===== config.mk =====
export PLATFORM = sky130hd
export DESIGN_NAME = fma_arbiter
export DESIGN_NICKNAME = d
export VERILOG_FILES = /design/src/rtl/fma_arbiter.sv
export SDC_FILE = /design/constraint.sdc
export NUM_CORES = 1
export LEC_CHECK = 0
export ABC_AREA = 1
export CAP_MARGIN = 30
export CORE_AREA = 4 4 218 220
export DETAILED_ROUTE_END_ITERATION = 8
export DIE_AREA = 0 0 222 224
export DONT_BUFFER_PORTS = 1
export HOLD_SLACK_MARGIN = 0.12
export PLACE_DENSITY = 0.35
export SLEW_MARGIN = 25
export SYNTH_ARGS = -nofsm -noshare
export SYNTH_HDL_FRONTEND = slang
export SYNTH_SLANG_ARGS = --single-unit

===== constraint.sdc =====
create_clock -name clk -period 4.1 [get_ports clk]
set_input_delay 1.025 -clock clk [delete_from_list [all_inputs] [get_ports clk]]
set_output_delay 1.025 -clock clk [all_outputs]
set_load 0.005 [all_outputs]

===== src/rtl/fma_arbiter.sv =====
// Round-robin front end that shares one fma_float unit among N_REQ requesters.
// Captures operands, screens negative inputs, issues one start, and times out a stuck unit.
module fma_arbiter #(
    parameter int unsigned N_REQ   = 4,
    parameter int unsigned TIMEOUT = 16
) (
    input  logic                 clk,
    input  logic                 rst_n,
    input  logic [N_REQ-1:0]     req,
    input  logic [32*N_REQ-1:0]  op_a,
    input  logic [32*N_REQ-1:0]  op_b,
    input  logic [32*N_REQ-1:0]  op_c,
    output logic [N_REQ-1:0]     req_ack,
    output logic [N_REQ-1:0]     rsp_valid,
    output logic [31:0]          rsp_result,
    output logic [1:0]           rsp_err,
    output logic                 busy,
    output logic                 fma_start,
    output logic [31:0]          fma_a,
    output logic [31:0]          fma_b,
    output logic [31:0]          fma_c,
    input  logic [31:0]          fma_result,
    input  logic                 fma_done
);

    localparam int unsigned IdxW = $clog2(N_REQ);
    localparam int unsigned TmrW = $clog2(TIMEOUT);
    localparam logic [IdxW-1:0] LastIdx = IdxW'(N_REQ - 1);
    localparam logic [TmrW-1:0] TmrMax  = TmrW'(TIMEOUT - 1);
    localparam logic [31:0]     QNan    = 32'h7FC0_0000;

    localparam logic [1:0] StIdle  = 2'd0;
    localparam logic [1:0] StIssue = 2'd1;
    localparam logic [1:0] StWait  = 2'd2;
    localparam logic [1:0] StResp  = 2'd3;

    logic [1:0]      state_q;
    logic [IdxW-1:0] last_grant_q;
    logic [IdxW-1:0] idx_q;
    logic [TmrW-1:0] timer_q;

    logic            grant_valid;
    logic [IdxW-1:0] grant_idx;
    logic [IdxW-1:0] cand;
    logic [31:0]     sel_a;
    logic [31:0]     sel_b;
    logic [31:0]     sel_c;
    logic            neg_op;

    // Scan upward from the requester after the last one served, wrapping around.
    always_comb begin
        grant_valid = 1'b0;
        grant_idx   = '0;
        cand        = '0;
        for (int unsigned k = 1; k <= N_REQ; k++) begin
            cand = IdxW'((32'(last_grant_q) + k) % N_REQ);
            if (!grant_valid && req[cand]) begin
                grant_valid = 1'b1;
                grant_idx   = cand;
            end
        end
    end

    always_comb begin
        sel_a  = op_a[32*grant_idx +: 32];
        sel_b  = op_b[32*grant_idx +: 32];
        sel_c  = op_c[32*grant_idx +: 32];
        neg_op = fma_a[31] | fma_b[31] | fma_c[31];
    end

    always_ff @(posedge clk or negedge rst_n) begin
        if (!rst_n) begin
            state_q      <= StIdle;
            last_grant_q <= LastIdx;
            idx_q        <= '0;
            timer_q      <= '0;
            req_ack      <= '0;
            rsp_valid    <= '0;
            rsp_result   <= '0;
            rsp_err      <= '0;
            busy         <= 1'b0;
            fma_start    <= 1'b0;
            fma_a        <= '0;
            fma_b        <= '0;
            fma_c        <= '0;
        end else begin
            req_ack   <= '0;
            rsp_valid <= '0;
            fma_start <= 1'b0;
            case (state_q)
                StIdle: begin
                    if (grant_valid) begin
                        idx_q              <= grant_idx;
                        fma_a              <= sel_a;
                        fma_b              <= sel_b;
                        fma_c              <= sel_c;
                        req_ack[grant_idx] <= 1'b1;
                        busy               <= 1'b1;
                        state_q            <= StIssue;
                    end
                end
                StIssue: begin
                    // The FMA unit rejects negative operands, so answer those here.
                    if (neg_op) begin
                        rsp_result <= QNan;
                        rsp_err    <= 2'b01;
                        state_q    <= StResp;
                    end else begin
                        fma_start <= 1'b1;
                        timer_q   <= '0;
                        state_q   <= StWait;
                    end
                end
                StWait: begin
                    if (fma_done) begin
                        rsp_result <= fma_result;
                        rsp_err    <= 2'b00;
                        state_q    <= StResp;
                    end else if (timer_q == TmrMax) begin
                        rsp_result <= QNan;
                        rsp_err    <= 2'b10;
                        state_q    <= StResp;
                    end else begin
                        timer_q <= timer_q + 1'b1;
                    end
                end
                StResp: begin
                    rsp_valid[idx_q] <= 1'b1;
                    last_grant_q     <= idx_q;
                    busy             <= 1'b0;
                    state_q          <= StIdle;
                end
                default: state_q <= StIdle;
            endcase
        end
    end

endmodule


-- Yosys cells after proc, flatten, opt, wreduce, memory -nomap -nowiden
Index checks and enable logic that the tools add are counted.
- bitwise operators: 2
- div/mod/pow operators: 0
- order comparisons: 8
- mux-type cells: 44
- equality and inequality tests: 10
- reduce and logical (&&, ||, !) cells: 16
- $mul: 0
- shift-type cells: 3
- add/subtract/negate cells: 5
- operators by type and width (cell ; count):
    128-bit by 8-bit indexed part select with 32-bit output ; 3
    32-bit two-way mux ; 3
    32-bit one-hot mux with 2 select lines ; 1
    4-bit two-way mux ; 6
    2-bit two-way mux ; 10
    2-bit by 3-bit less-than comparator with 1-bit output (second input constant) ; 6
    1-bit two-way mux ; 14
    2-bit != test (second input constant) ; 5
    1-bit binary-select mux with 2-bit select ; 4
    2-bit one-hot mux with 4 select lines ; 1
    4-bit one-hot mux with 2 select lines ; 1
    2-bit AND reduction ; 3
    1-bit logical AND ; 5
    2-bit by 1-bit adder with 2-bit output (second input constant) ; 2
    2-bit adder (second input constant) ; 2
    4-bit by 1-bit adder with 4-bit output (second input constant) ; 1
    1-bit demux with 2-bit select ; 2
    2-bit equality test (second input constant) ; 2
    4-bit equality test (second input constant) ; 1
    2-bit by 1-bit >= comparator with 1-bit output (second input constant) ; 2
    2-bit one-hot mux with 2 select lines ; 1
    4-bit AND reduction ; 1
    2-bit nonzero test ; 2
    1-bit zero test ; 3
    other kinds (6) ; 7
- memory bits (read-only): 0
- memories: 0
- word-level logic and storage cells: 101
- output and inout port bits: 140
- input port bits: 423
- memory bits (writable): 0
- latch bits: 0
- register bits after elaboration: 150

-- Longest topological paths before layout
Gate-level depths: netlist of run 1.
- word-level depth: 19
- depth in mapped cells: 17
- gate-level depth less buffers: 15

-- Least setup slack after synthesis of run 1
Ideal clock, no wire load.
- path type: input to register
- start point: input req[3]
- end point: register fma_a[26]
- stages: 14
- path slack: 1.698 ns
- setup time: 0.117 ns
- arrival: 2.285 ns
- required time: 3.983 ns
- path buffers: 2
- path through: inv_1 nand2_1 nand3_1 nand2_1 nor2_4 nand2_1 nor2_1 inv_2 nand2_4 inv_2 buf_2 buf_2 nand2_1 nand2_1
- cells in the longest elaborated chain, start to end: 13
- elaborated cells between the ends (all ways): 24
- classes of those cells: 1 x shift; 16 x mux; 7 x reduce/logical
- ends and longest elaborated chain (what ; line ; source):
    from (decl) ; 9 ; input logic [N_REQ-1:0] req,
    1-bit binary-select mux with 2-bit select ; 57 ; if (!grant_valid && req[cand]) begin
    1-bit two-way mux (not written as such) ; 57 ;
    1-bit two-way mux ; 57 ;
    1-bit zero test ; 57 ;
    1-bit logical AND ; 57 ;
    1-bit two-way mux ; 57 ;
    1-bit zero test ; 57 ;
    1-bit logical AND ; 57 ;
    1-bit two-way mux ; 57 ;
    1-bit zero test ; 57 ;
    1-bit logical AND ; 57 ;
    2-bit two-way mux / 1-bit two-way mux (equally long branches) ; 57 ;
    128-bit by 8-bit indexed part select with 32-bit output / 2-bit AND reduction (equally long branches) ; - ;
    to (signal assigned) ; 94 ; fma_a <= sel_a;
    to (decl) ; 19 ; output logic [31:0] fma_a,
Parallel ways exist; a longest one is shown, timed or not. The select of a mux whose other input is x is not followed.
A chain may end at the register's enable or synchronous reset.

-- Final worst setup path of run 1
- start point: register last_grant_q[0]
- end point: register req_ack[3]
- cells in the longest elaborated chain, start to end: 19
- elaborated cells between the ends (all ways): 33
- classes of those cells: 4 x add/sub; 2 x order compare; 20 x mux; 7 x reduce/logical
- ends and longest elaborated chain (what ; line ; source):
    from (decl) ; 38 ; logic [IdxW-1:0] last_grant_q;
    from (signal assigned) ; 74 ; last_grant_q <= LastIdx;
    from (signal assigned) ; 129 ; last_grant_q <= idx_q;
    2-bit by 1-bit adder with 2-bit output ; 56 ; cand = IdxW'((32'(last_grant_q) + k) % N_REQ);
    1-bit binary-select mux with 2-bit select ; 57 ;
    1-bit two-way mux (not written as such) ; 57 ;
    1-bit two-way mux ; 57 ;
    1-bit zero test ; 57 ;
    1-bit logical AND ; 57 ;
    1-bit two-way mux ; 57 ;
    1-bit zero test ; 57 ;
    (+3 left out) ; - ;
    1-bit logical AND ; 57 ;
    2-bit two-way mux ; 57 ;
    2-bit by 3-bit less-than comparator with 1-bit output (not written as such) / 2-bit by 1-bit >= comparator with 1-bit output (equally long branches) ; 97 ; req_ack[grant_idx] <= 1'b1;
    1-bit logical AND (not written as such) ; 97 ;
    1-bit two-way mux (not written as such) ; 97 ;
    1-bit demux with 2-bit select ; 97 ;
    4-bit two-way mux (*) ; 92 ; if (grant_valid) begin
    4-bit two-way mux (*) ; 90 ; case (state_q)
    to (signal assigned) ; 77 ; req_ack <= '0;
    to (signal assigned) ; 87 ; req_ack <= '0;
    to (signal, indexed assignment) ; 97 ;
    to (decl) ; 13 ; output logic [N_REQ-1:0] req_ack,
Every way passes the cells marked *; elsewhere a longest branch is shown, timed or not. The select of a mux whose other input is x is not followed.

==> flow_metrics.tcl, run 1 <==
set metrics [dict create \
    p_leak_nw 6.251 \
    reg2reg_slack_ps 1150 \
    core.rowCount 78 \
    path_buf_inv 4 \
    grt_pass1_vias 9883 \
    vias 10071 \
    syn_inst 1581 \
    cts_resized 0 \
    synth_top_area_share_pct 36.17 \
    intPower_mw 5.459 \
    crit_family "simple AND/OR/NAND/NOR gates" \
    hp-class "input port to asynchronous set/reset pin" \
    final_common_cell "nand2_1" \
    wl_per_cell_microns 20.78 \
    maxSlewHeadroom_pct 46.16 \
    clk_path_buf_depth 2 \
    fin_worst_skew_ps 7.716 \
    r2r-start "last_grant_q[0]$_DFFE_PN1P_" \
    viasPerCell 4.753 \
    synth_cell_types 30 \
    synth_top_cell_by_area "dfrtp_1" \
    end_kind "flop" \
    critical_path.max_stage_delay_ps 650 \
    num-nets-final 1934 \
    area_growth_pct 10.57 \
    syn_nets 2009 \
    ys_ff_latch 150 \
    ys_seq_area_share_pct 36.68 \
    clk_pin_slew_ps 70 \
    final_cell_mix "nand2_1 (545), inv_1 (317), nand3_1 (156)" \
    setup_violations 0 \
    dp_cells 2087 \
    firstDrtPassIters 8 \
    worstMarginPinSlew_ps 807.5 \
    cts_sinks 150 \
    ys.flop_type "dfrtp_1" \
    antenna_found_initial 0 \
    postCtsSetupBuffers 0 \
    outcome "completed" \
    finalHoldViolCount 0 \
    r2r-end "req_ack[3]$_DFF_PN0_" \
    crit_top_cell "nand2_1" \
    drc 0 \
    die_h_microns 224 \
    ctsHoldBuffers 0 \
    cts_tree "done" \
    grt_max_degree 151 \
    fin_crit_ps 2947 \
    h-tree-depth 4 \
    cp.required_ps 4490 \
    crit_slowest_cell "dfstp_2" \
    ios 563 \
    hpwl_microns 32000 \
    path_class "flop to flop" \
    powerDensity_mw_per_mm2 1090 \
    synth_edf_count 0 \
    stdcell_count 2119 \
    ant_nets 0 \
    ir_drop_mv 0.7345 \
    power.total_mw 12.34 \
    critPathMaxFanout 28 \
    switchingPower_mw 6.881 \
    clockPowerShare_pct 14.0 \
    start_kind "flop" \
    netlist_top_cells_area "dfrtp_1 (36%), nand2_1 (20%), inv_1 (12%), nand3_1 (7.6%), nand4_1 (6.9%)" \
    initial_core_util_pct 22.61 \
    syn_area_sq_mm 0.01024 \
    numPortBuffers 0 \
    core_sq_mm 0.04528 \
    track_usage_pct 17.15 \
    p_comb_share_pct 61.8 \
    die-area_sq_mm 0.04973 \
    die_x_microns 222 \
    cts_made_buffers 17 \
    yosys_warnings 0 \
    cts_root_buf "clkbuf_16" \
    drt_iter0_markers 749 \
    sequentialPowerShare_pct 24.2 \
    switching_share_pct 55.76 \
    max-cap-violations 0 \
    routed_wl_microns 44040 \
    crit_chain "inv_6 -> nand2_1 -> nand3_1 -> nand2_1 -> nor2_4 -> nand2_1 -> nor2_1 -> inv_2 -> nand2_4 -> nor2_4 -> buf_4 -> inv_1 -> a31oi_1" \
    r2r_cells 13 \
    post-route-period-util_pct 71.88 \
    drive_gt1_share_pct 4.608 \
    grt_overflow 0 \
    gp_congestion 0.8880 \
    avgSynthCellArea_sq_um 6.477 \
    final.setup.tns_ps 0 \
    worstSkewPairLatency_ps 480 \
    slew_viol_final 0 \
    fmax_mhz 339.3 \
    grt_setup_unrepaired "false" \
    synthArstFlopShare_pct 100.0 \
    n_antenna_cell 0 \
    cp.depth 13 \
    grt_pass1_wl_microns 64850 \
    fin_util_pct 25.00 \
    arrival_ps 3340 \
]
[worst max path at each step]
stage | start | to | slack, ps
2_1_floorplan | req[3] | fma_a[26]$_DFFE_PN0P_ | 1700
3_3_place_gp | req[3] | fma_b[10]$_DFFE_PN0P_ | 730
3_5_place_dp | req[3] | fma_c[17]$_DFFE_PN0P_ | 800
4_1_cts | last_grant_q[0]$_DFFE_PN1P_ | fma_c[28]$_DFFE_PN0P_ | 1070
5_1_grt | last_grant_q[0]$_DFFE_PN1P_ | fma_c[17]$_DFFE_PN0P_ | 830
6_report | last_grant_q[0]$_DFFE_PN1P_ | req_ack[3]$_DFF_PN0_ | 1150
[state kept, by name (all words and copies together), names as in the netlist]
| register | flops |
|---|---|
| fma_start | 1 |
| busy | 1 |
| req_ack | 4 |
| fma_b | 32 |
| fma_a | 32 |
| rsp_err | 2 |
| idx_q | 2 |
| timer_q | 4 |
| rsp_valid | 4 |
| state_q | 2 |
| rsp_result | 32 |
| last_grant_q | 2 |
| fma_c | 32 |
[synth_stat cells, types with 2 or more instances]
master	count
dfrtp_1	148
ha_1	5
nand2_1	546
a21oi_1	6
nand3_1	156
buf_1	12
nand4_1	113
o21ai_0	40
o22ai_1	2
nand2_2	4
nand3_2	2
buf_6	5
inv_1	317
o211ai_1	85
inv_2	5
dfstp_2	2
buf_2	59
buf_4	8
nor2_4	2
clkbuf_1	29
nor2_1	26
[area by class of cell]
class	instances	area, sq um
clock buffer	18	439.2
clock inverter	14	185.2
fill	5188	33960
inverter	323	1217
multi-input combinational	995	4728
sequential	150	3756
tap	600	750.7
timing repair buffer	19	245.2
[metal layers]
metal / GRT usage [%] / up-vias / share of wire (%)
met1: 21.34 / 4821 / 41
met4: 6.723 / 0 / 2.5
met5: 0 / - / 0
li1: - / 4828 / -
met3: 5.006 / 51 / 6.9
met2: 28.17 / 371 / 49
[logic make-up (layout without fill, tap and decap cells)]
logic type                 count (synthesis)  in the layout  share of synthesized area [%]
and+or+nand+nor                          853            853                          36.44
buffers and inverters                    436            374                          17.41
AOI/OAI and AO/OA                        137            137                          8.859
DFF                                      150            150                          36.68
adders and majority gates                  5              5                         0.6109
[stage by stage]
| stage | area (sq um) | worst slack [ps] | hold WS (ps) |
|---|---|---|---|
| floorplan | 10240 | 1698 | 424.2 |
| CTS | 11320 | 1070 | 174.9 |
| detailed placement | 10700 | 796.6 | 442.7 |
| global route | 11320 | 829.7 | 180.5 |
| global placement | 10640 | 726.9 | 449.3 |
| finish | 11320 | 1153 | 230.0 |
[worst reg2reg max path, stage by stage (launching register included)]
cell and delay, ps:
dfstp_2 650, inv_6 80, nand2_1 80, nand3_1 90, nand2_1 150, nor2_4 80
nand2_1 60, nor2_1 50, inv_2 70, nand2_4 220, nor2_4 660, buf_4 400
inv_1 110, a31oi_1 150
[power groups by stage]
stage / Combinational, mW / Clock (mW) / Sequential [mW]
after detailed placement: 7.79 / 0 / 3.04
final: 7.62 / 1.73 / 2.98
after floorplan: 5.93 / 0 / 2.65
after global placement: 7.63 / 0 / 3.07
after global routing: 8.72 / 1.87 / 3.08
after CTS: 7.80 / 1.81 / 3.03
Note: power is estimated with default switching activity, not from simulation.
==> inputs of run 2 (changes only) <==
Clock period 4.1 ns to 2.82 ns, I/O delays scaled along.
==> flow_metrics.tcl, run 2 (same netlist as run 1, synthesis figures left out) <==
set metrics [dict create \
    cts_sinks 150 \
    violations "hold timing" \
    power.total_mw 18.56 \
    regArea_sq_mm 0.003756 \
    fmax_mhz 381.3 \
    antenna_found_initial 1 \
    worstMarginPinSlew_ps 691.1 \
    p_leak_nw 6.338 \
    initial_core_util_pct 22.61 \
    cp.required_ps 3240 \
    gp_congestion 0.8671 \
    ant_nets 0 \
    drive_gt1_share_pct 5.349 \
    grt_max_degree 151 \
    fin_crit_ps 2623 \
    vias 10152 \
    routed_wl_microns 44310 \
    maxSlewHeadroom_pct 53.82 \
    grt_pass1_wl_microns 65020 \
    die-area_sq_mm 0.04973 \
    cts_made_buffers 17 \
    critPathMaxFanout 94 \
    finalHoldViolCount 74 \
    crit_slowest_cell "dfstp_2" \
    slew_viol_final 0 \
    fin_worst_skew_ps 15.93 \
    area_growth_pct 12.26 \
    path_buf_inv 3 \
    grt_pass1_vias 9949 \
    critical_path.max_stage_delay_ps 640 \
    die_h_microns 224 \
    firstDrtPassIters 5 \
    drt_iter0_markers 710 \
    arrival_ps 3040 \
    cts_root_buf "clkbuf_16" \
    n_fill_cell 5136 \
    worstSkewPairLatency_ps 480 \
    crit_top_cell "nand2_1" \
    crit_chain "inv_6 -> nand2_1 -> nand2_1 -> nand2_1 -> nand2_2 -> nor2_4 -> nand4_1 -> buf_4 -> buf_12 -> nand4_1 -> nand3_1 -> nand2_1 -> nand2_1 -> nand2_1" \
    drc 0 \
    final_cell_area_sq_mm 0.01149 \
    hp-class "input port to asynchronous set/reset pin" \
    dpl-instance-area_sq_mm 0.01091 \
    post-route-period-util_pct 93.01 \
    ios 563 \
    holdWs_ps -68.38 \
    final_cell_mix "nand2_1 (545), inv_1 (317), nand3_1 (156)" \
    setup_violations 0 \
    die_x_microns 222 \
    end_kind "flop" \
    multi_input_area_sq_mm 0.004728 \
    r2r-end "fma_c[7]$_DFFE_PN0P_" \
    hpwl_microns 32770 \
    final.setup.tns_ps 0 \
    cts_resized 0 \
    clk_path_buf_depth 2 \
    num-nets-final 1949 \
    r2r-start "last_grant_q[0]$_DFFE_PN1P_" \
    path_class "flop to flop" \
    crit_family "simple AND/OR/NAND/NOR gates" \
    h-tree-depth 4 \
    r2r_cells 14 \
    core.rowCount 78 \
    numPortBuffers 0 \
    dp_cells 2101 \
    viasPerCell 4.757 \
    cts_tree "done" \
    reg2reg_slack_ps 200 \
    grt_overflow 0 \
    stdcell_count 2134 \
    powerDensity_mw_per_mm2 1615 \
    wl_per_cell_microns 20.76 \
    max-cap-violations 0 \
    clk_pin_slew_ps 70 \
    track_usage_pct 17.16 \
    outcome "finished, violations left" \
    ir_drop_mv 0.8249 \
    final_common_cell "nand2_1" \
    start_kind "flop" \
    core_sq_mm 0.04528 \
    grt_setup_unrepaired "false" \
]
run 2: changes by cell type in the layout (fill, tap and decap cells not counted), sizes merged:
cell,delta
clkinv,-3
clkbuf,+5
clkinvlp,+1
inv,-3
buf,+15
diode,+1
bufinv,-1
run 2: routing by layer:
layer	up-vias	routed length [microns]	part of all wire (%)	track usage, %
met4	0	1185	2.7	6.222
met1	4843	18580	42	21.75
li1	4858	-	-	-
met2	395	21530	49	27.54
met3	56	3018	6.8	5.543
met5	-	0	0	0
run 2: through the flow:
step | setup slack [ps] | utilization [%]
after global routing | 4.815 | 25.38
after global placement | 39.76 | 24.03
final | 197.3 | 25.38
after detailed placement | 2.626 | 24.09
after CTS | 180.8 | 25.38
after floorplan | 738.4 | -
run 2: worst max path at each step:
stage	startpoint	end	slack (ps)	cells after the start
detailed placement	last_grant_q[0]$_DFFE_PN1P_	fma_b[2]$_DFFE_PN0P_	3	13
floorplan	req[3]	fma_a[26]$_DFFE_PN0P_	740	14
CTS	last_grant_q[0]$_DFFE_PN1P_	fma_b[2]$_DFFE_PN0P_	180	13
global route	last_grant_q[0]$_DFFE_PN1P_	busy$_DFFE_PN0P_	5	15
global placement	req[3]	fma_b[10]$_DFFE_PN0P_	40	12
finish	last_grant_q[0]$_DFFE_PN1P_	fma_c[7]$_DFFE_PN0P_	200	14
run 2: cell type report:
class	instances	area share (%)
multi-input combinational	995	41.13
sequential	150	32.68
inverter	323	10.59
tap	600	6.531
clock buffer	23	4.245
timing repair buffer	34	4.027
clock inverter	8	0.7728
antenna	1	0.02177
run 2: worst reg2reg max path: cells and delay by family, from the launching register on:
family / cells / cell delay [ps]
buffers and inverters: 3 / 500
flip-flops: 1 / 640
AND/OR/NAND/NOR: 11 / 1430
run 2: where the power goes:
| group | leakage [nW] | switching, mW | internal [mW] | total (mW) |
|---|---|---|---|---|
| Sequential | 1.89 | 1.09 | 3.25 | 4.34 |
| Combinational | 4.17 | 7.90 | 3.96 | 11.9 |
| Clock | 0.283 | 1.04 | 1.32 | 2.35 |
run 2: what timing repair did:
item,in CTS,in global routing
setup buffers,1,0
endpoints found under the setup margin,1,0
hold endpoints to repair,150,150
==> inputs of run 3 (changes only) <==
Settings changed: CORE_AREA 4 4 218 220 to 4 4 214 216, DIE_AREA 0 0 222 224 to 0 0 218 220, DONT_BUFFER_PORTS 1 to default, GPL_TIMING_DRIVEN from default to 0, PLACE_DENSITY 0.35 to 0.52, SLEW_MARGIN 25 to 10.
==> flow_metrics.tcl, run 3 (same netlist as run 1, synthesis figures left out) <==
set metrics [dict create \
    routed_wl_microns 51670 \
    switching_share_pct 52.14 \
    r2r-start "last_grant_q[0]$_DFFE_PN1P_" \
    ctsHoldBuffers 0 \
    clockPowerShare_pct 10.9 \
    initial_core_util_pct 23.31 \
    worstSkewPairLatency_ps 460 \
    viasPerCell 4.496 \
    finalHoldViolCount 0 \
    antenna_found_initial 6 \
    ios 563 \
    maxSlewHeadroom_pct 57.60 \
    switchingPower_mw 11.34 \
    fmax_mhz 369.2 \
    ant_nets 0 \
    reg2reg_slack_ps 110 \
    hp-class "input port to asynchronous set/reset pin" \
    critPathMaxFanout 10 \
    die-area_sq_mm 0.04796 \
    grt_overflow 0 \
    firstDrtPassIters 5 \
    power.total_mw 21.76 \
    grt_pass1_wl_microns 75390 \
    powerDensity_mw_per_mm2 1253 \
    final_cell_area_sq_mm 0.01737 \
    core_sq_mm 0.04393 \
    holdWs_ps 168.3 \
    outcome "completed" \
    fin_util_pct 39.53 \
    max-cap-violations 0 \
    cts_sinks 150 \
    grt_pass1_vias 12584 \
    final_common_cell "clkdlybuf4s50_1" \
    core.rowCount 77 \
    track_usage_pct 20.58 \
    r2r-end "fma_a[21]$_DFFE_PN0P_" \
    drt_iter0_markers 876 \
    cts_root_buf "clkbuf_16" \
    h-tree-depth 4 \
    p_comb_share_pct 71.6 \
    path_class "flop to flop" \
    slew_viol_final 0 \
    final_cell_mix "clkdlybuf4s50_1 (561), nand2_1 (545), inv_1 (317)" \
    area_growth_pct 69.61 \
    worstMarginPinSlew_ps 636.0 \
    cts_made_buffers 17 \
    gp_congestion 0.8950 \
    arrival_ps 3050 \
    dpl-instance-area_sq_mm 0.01664 \
    numPortBuffers 562 \
    ir_drop_mv 0.4324 \
    p_leak_nw 8.711 \
    grt_max_degree 94 \
    drc 0 \
    die_h_microns 220 \
    wl_per_cell_microns 18.58 \
    start_kind "flop" \
    num-nets-final 2597 \
    setup_violations 0 \
    intPower_mw 10.41 \
    end_kind "flop" \
    cts_tree "done" \
    clk_pin_slew_ps 70 \
    post-route-period-util_pct 96.05 \
    fin_crit_ps 2709 \
    fin_worst_skew_ps 11.43 \
    die_x_microns 218 \
    drive_gt1_share_pct 6.599 \
    hpwl_microns 40980 \
    cp.required_ps 3160 \
    vias 12503 \
    sequentialPowerShare_pct 17.5 \
    clk_path_buf_depth 2 \
    r2r_cells 16 \
]
-- run 3: cell count changes in the layout (fill, tap and decap cells not counted), sizes merged, moves of 3 or more --
cell,change
clkdlybuf4s50,+561
clkbuf,+32
inv,+4
diode,+6
clkinv,+3
buf,+48
-- run 3: area by class of cell --
type                            instances  area [sq um]
Antenna cell                            7         17.52
Fill cell                            4703         26560
Tap cell                              592         740.7
Timing Repair Buffer                  569          5715
Buffer                                112         599.3
Multi-Input combinational cell        996          4735
Clock buffer                           17         425.4
Sequential cell                       150          3756
Clock inverter                         15         161.4
Inverter                              323          1217
-- run 3: worst max path at each step --
stage / start / to / cells after the start
5_1_grt: last_grant_q[0]$_DFFE_PN1P_ / fma_c[28]$_DFFE_PN0P_ / 17
3_5_place_dp: req[3] / fma_c[10]$_DFFE_PN0P_ / 12
2_1_floorplan: req[3] / fma_a[26]$_DFFE_PN0P_ / 14
6_report: last_grant_q[0]$_DFFE_PN1P_ / fma_a[21]$_DFFE_PN0P_ / 16
3_3_place_gp: rst_n / fma_a[19]$_DFFE_PN0P_ / 1
4_1_cts: last_grant_q[0]$_DFFE_PN1P_ / fma_b[21]$_DFFE_PN0P_ / 14
-- run 3: power by group through the flow --
| stage | logic (mW) | registers (mW) | clock network, mW |
|---|---|---|---|
| after floorplan | 8.62 | 3.86 | 0 |
| after global placement | 15.3 | 3.82 | 0 |
| after detailed placement | 15.4 | 3.82 | 0 |
| after CTS | 15.6 | 3.81 | 2.45 |
| after global routing | 17.4 | 3.95 | 2.54 |
| final | 15.6 | 3.81 | 2.37 |
-- run 3: routing by layer --
layer / wire length (microns) / up-vias / part of all wire (%) / GRT usage, %
li1: - / 6166 / - / -
met5: 0 / - / 0 / 0
met2: 25580 / 470 / 50 / 35.47
met3: 3594 / 64 / 7.0 / 5.474
met1: 21450 / 5803 / 42 / 25.41
met4: 1042 / 0 / 2.0 / 5.793
-- run 3: what timing repair did --
item                       CTS  global route
resized for setup            2            34
pin swaps                    1             2
gates cloned                 0             1
setup endpoints to repair   15            57
buffers inserted             3             3
-- run 3: worst max-delay path: stages, from the launching register on --
cell	delay [ps]
dfstp_2	530
buf_6	130
inv_6	60
nand2_1	50
nand2_1	70
nand2_1	150
nand2_2	90
nor2_4	150
nand4_1	120
buf_4	190
nand3_2	200
buf_1	370
nand2_1	100
nand3_1	190
nand2_1	110
nand2_1	60
nand2_1	50
-- run 3: through the flow --
step	TNS, ps	instances	worst slack (ps)
CTS	0	2771	28.05
finish	0	2781	111.3
global placement	-905790	2735	-5877
floorplan	0	1581	738.4
global route	-44.16	2780	-13.15
detailed placement	-36240	2736	-522.2
